File: src/rtl/reg8to256_pkg.sv
// reg8to256_pkg: shared constants and helpers for the byte<->wide word packers
package reg8to256_pkg;
  localparam int BYTES_PER_WORD = 32;
  localparam int WORD_W = BYTES_PER_WORD * 8;
  function automatic int fill_w(input int bytes);
    return $clog2(bytes + 1);
  endfunction
  localparam int FILL_W = fill_w(63);
endpackage

File: src/rtl/reg8to256_outbuf.sv
// reg8to256_outbuf: single-entry output holding register with valid/ready handshake
module reg8to256_outbuf #(
  parameter int W = 256
) (
  input  logic         wrclock,
  input  logic         rst_n,
  input  logic         load,
  input  logic [W-1:0] d,
  input  logic         ready,
  output logic         valid,
  output logic [W-1:0] q,
  output logic         can_load
);
  assign can_load = !valid || ready;
  // capture a new word on load; otherwise hold until the consumer takes it
  always_ff @(posedge wrclock or negedge rst_n)
    if (!rst_n) begin
      valid <= 1'b0;
      q <= '0;
    end else if (load) begin
      valid <= 1'b1;
      q <= d;
    end else if (ready) begin
      valid <= 1'b0;
    end
endmodule

File: src/rtl/reg8to256.sv
// reg8to256: packs 32 bytes (first byte in MSBs) into a 256-bit word; REG8TO256_FLUSH_EN enables padded partial-word flush
module reg8to256
  import reg8to256_pkg::*;
#(
  parameter int         BYTES = BYTES_PER_WORD,
  parameter logic [7:0] PAD   = 8'h00
) (
  input  logic                 wrclock,
  input  logic                 rst_n,
  input  logic                 din_valid,
  input  logic [7:0]           din,
  output logic                 din_ready,
  input  logic                 word_ready,
  output logic                 word_valid,
  output logic [BYTES*8-1:0]   data256,
  output logic [FILL_W-1:0]    fill,
  input  logic                 flush
);
  localparam int W = BYTES * 8;
  localparam logic [FILL_W-1:0] LAST = FILL_W'(BYTES - 1);
  logic [W-1:0] acc, acc_nxt, word_nxt;
  logic rdy_en, last, accept, complete, can_load, load, flush_req;
`ifdef REG8TO256_FLUSH_EN
  logic pend;
  assign flush_req = (flush || pend) && fill != '0;
  // remember a flush that could not load because the output was still occupied
  always_ff @(posedge wrclock or negedge rst_n)
    if (!rst_n) pend <= 1'b0;
    else pend <= flush_req && !can_load;
`else
  logic unused_flush;
  assign unused_flush = flush;
  assign flush_req = 1'b0;
`endif
  assign last      = fill == LAST;
  assign din_ready = rdy_en && !(last && word_valid && !word_ready) && !(flush_req && !can_load);
  assign accept    = din_valid && din_ready;
  assign complete  = accept && last;
  assign load      = complete || (flush_req && can_load);
  // merge the incoming byte into the accumulator and build the outgoing (padded) word
  always_comb begin
    acc_nxt = acc;
    word_nxt = '0;
    for (int i = 0; i < BYTES; i++) begin
      acc_nxt[(BYTES-1-i)*8 +: 8] = FILL_W'(i) == fill ? din : acc[(BYTES-1-i)*8 +: 8];
      word_nxt[(BYTES-1-i)*8 +: 8] = FILL_W'(i) < fill ? acc[(BYTES-1-i)*8 +: 8] :
                                     (FILL_W'(i) == fill && accept) ? din : PAD;
    end
  end
  // intake is held off until the first edge after reset release
  always_ff @(posedge wrclock or negedge rst_n)
    if (!rst_n) rdy_en <= 1'b0;
    else rdy_en <= 1'b1;
  // accumulator and byte count; a loaded word restarts the accumulator empty
  always_ff @(posedge wrclock or negedge rst_n)
    if (!rst_n) begin
      fill <= '0;
      acc <= '0;
    end else if (load) begin
      fill <= '0;
      acc <= '0;
    end else if (accept) begin
      fill <= fill + 1'b1;
      acc <= acc_nxt;
    end
  reg8to256_outbuf #(.W(W)) u_outbuf (
    .wrclock  (wrclock),
    .rst_n    (rst_n),
    .load     (load),
    .d        (word_nxt),
    .ready    (word_ready),
    .valid    (word_valid),
    .q        (data256),
    .can_load (can_load)
  );
endmodule
File: config.mk
export PLATFORM = sky130hd
export DESIGN_NAME = reg8to256
export DESIGN_NICKNAME = d
export VERILOG_FILES = /design/src/rtl/reg8to256_pkg.sv /design/src/rtl/reg8to256_outbuf.sv /design/src/rtl/reg8to256.sv
export SDC_FILE = /design/constraint.sdc
export NUM_CORES = 1
export LEC_CHECK = 0
export BUFFER_PORTS_ARGS = -buffer_cell sky130_fd_sc_hd__buf_2
export CORE_UTILIZATION = 35
export DETAILED_ROUTE_END_ITERATION = 8
export PLACE_DENSITY_LB_ADDON = 0.15
export SLEW_MARGIN = 20
export SYNTH_ARGS = -nofsm -noshare
export SYNTH_HDL_FRONTEND = slang
export SYNTH_HIERARCHICAL = 1
export SYNTH_SLANG_ARGS = --single-unit
File: constraint.sdc
create_clock -name wrclock -period 4 [get_ports wrclock]
set_clock_uncertainty 0.1 [all_clocks]
set_input_delay 0.4 -clock wrclock [delete_from_list [all_inputs] [get_ports wrclock]]
set_output_delay 0.4 -clock wrclock [all_outputs]
set_load 0.05 [all_outputs]
==> flow_summary.toml <==
[synthesis]
async_flop_share_pct = 100
syn_area_um2 = 23900
ys.flop_type = "dfrtp_1"
ys_warn_count = 6
synthTopCellsByCount = "dfrtp_1 (520), a22o_1 (321), mux2_4 (229), nand2_1 (201), o21ai_0 (109)"
yosysSeqAreaShare_pct = 54.4
synth_edf_count = 0
syn_area_per_cell_um2 = 12.7
synth_top_area_share_pct = 54.4
yosysTopAreaCell = "dfrtp_1"
syn-num-nets = 1898
synth-seq-cells = 520
synth_area_leaders = "dfrtp_1 (54%), mux2_4 (14%), a22o_1 (12%)"
synth_most_common_cell = "dfrtp_1"
synth.distinct_cells = 60
synthCells = 1881

[power]
ir_drop_v = 0.000339
leakage_nw = 13.6
p_per_area_nw_per_um2 = 526

[die]
pin_count = 277
die_x_um = 264
core_um2 = 67400
rows = 95
initial_core_util_pct = 35.5
dieArea_um2 = 69400
dieHeight_um = 264

[detailed_routing]
drtIter0Drc = 1092
wl_per_cell_um = 22.2
routed_via_density = 5.30
vias = 16000
wl_um = 67000
dr.pass1.iters = 5
drtAntennaViolNets = 0
drcViolationCount = 0

[clocking]
clock_latency_ps = 620
post_cts_buffers = 0
cts_root_buffer = "clkbuf_16"
cts_max_level = 2
hold_buffers = 2
postCtsResizedCells = 0
clock_sinks = 520
cts_tree = "done"
numCtsBuffers = 58
cts_max_path_buffers = 3
clk_pin_slew_ps = 60

[sta]
timing.hold.ws_ps = 176
fin_crit_sh_pct = 80.1
final.setup.tns_ps = 0
hold_viol_final = 0
setup_viol = 0
maxSlewViolCount = 0
rsz0062_at_grt = "no"
max_slew_margin_pct = 26.4
fmax_mhz = 312
setup_ws_ps = 795
final.min_clock_period_ps = 3200
tightest_slew_ps = 1100

[status]
status = "finished clean"

[place]
dp_cells = 2915
gp_congestion = 0.772
hpwl_um = 42000
dpl_worst_slack_ps = 857
port_buffers = 275

[run]
maxCapViolations = 0

[cells_and_area]
utilization_pct = 41.5
area_delta_synth_final_pct = 16.8
layout-drive-gt1-share_pct = 33.2
stdcell_count = 3020
nets = 2123
diodes = 0

[global_routing]
grt_pass1_wl_um = 103000
antenna_found_initial = 3
first_global_vias = 16100
grt-ovfl-total = 0
grt_max_degree = 117
grt.total_usage_pct = 19.1

[critical_path]
worstPathRequired_ps = 4380
cp.arrival_ps = 3580
start_kind = "flip-flop"
cp-end-kind = "flip-flop"
rrSetupSlack_ps = 800
r2r_cells = 7
reg2reg_to = "acc[156]"
path_class = "reg2reg"
critPathMaxFanout = 17
r2r-start = "fill[0]"

[hold_path]
hold_depth = 3
hold_start = "din[1]"
min_path_type = "in2reg"
holdPathEnd = "acc[73]"
==> flip-flops by register name (all words and copies together) (netlist names) <==
name	flops
u_outbuf/valid	1
fill	6
u_outbuf/q	256
acc	256
rdy_en	1
==> worst max path at each step <==
stage	from	end	cells after the start
6_report	fill[0]	acc[156]	7
5_1_grt	fill[4]	din_ready	4
4_1_cts	fill[4]	din_ready	4
3_5_place_dp	fill[0]	acc[157]	7
3_3_place_gp	fill[4]	u_outbuf/q[88]	5
2_1_floorplan	fill[1]	u_outbuf/q[184]	11
==> layout make-up <==
type / count / area [um^2]
clock buffer: 85 / 1680
clock inverter: 16 / 284
fill: 6313 / 39400
inverter: 31 / 116
multi-input combinational: 1171 / 9850
sequential: 520 / 13000
tap: 873 / 1090
timing repair buffer: 324 / 1920
==> placed cells by master, fill, tap and decap left out, types with 31 or more instances in the layout <==
master     Yosys  final
mux2_4       229    229
dfrtp_1      520    519
nand2_1      201    201
buf_2         47    268
a21oi_1       43     43
o21ai_0      109    109
nor2_1        51     51
a22o_1       321    321
buf_4         10     40
inv_1         31     31
clkbuf_16      0     59
nand3_1       35     35
==> through the flow <==
step / area [um^2] / total power [mW]
after global routing: 28000 / 15.4
after floorplan: 23900 / 8.26
after CTS: 27900 / 14.9
after detailed placement: 25900 / 9.25
after global placement: 25900 / 9.18
final: 28000 / 14.7
==> worst max-delay path, cell delays in order (launching register included) <==
cell and delay [ps]:
dfrtp_1 530, inv_1 160, ha_1 410, nand3_1 170
buf_4 230, nor3_2 830, nor2_1 350, a22o_1 280
==> layer usage <==
layer	global-route usage, %	up-vias	part of all wire, %
li1	-	7282	-
met1	27.4	8231	47
met2	29.8	385	46
met3	3.40	96	4.8
met4	4.79	2	2.1
met5	0	-	0.019
==> kinds of logic after synthesis <==
logic type               count (synthesis)  share of synthesized area [%]
adder cells (fa/ha/maj)                  4                          0.209
flip-flops                             520                           54.4
AO/OA/AOI/OAI                          514                           16.2
multiplexers                           281                           16.7
AND/OR/NAND/NOR                        370                           7.95
XOR/XNOR                                 1                         0.0366
buffers and inverters                  190                           4.53
other                                    1                         0.0157
==> report_power, final <==
| group | internal, mW | switching, mW | total, mW |
|---|---|---|---|
| logic | 0.970 | 2.00 | 2.97 |
| registers | 5.78 | 0.395 | 6.18 |
| clock network | 3.40 | 2.15 | 5.55 |
(Power assumes the default switching activity.)
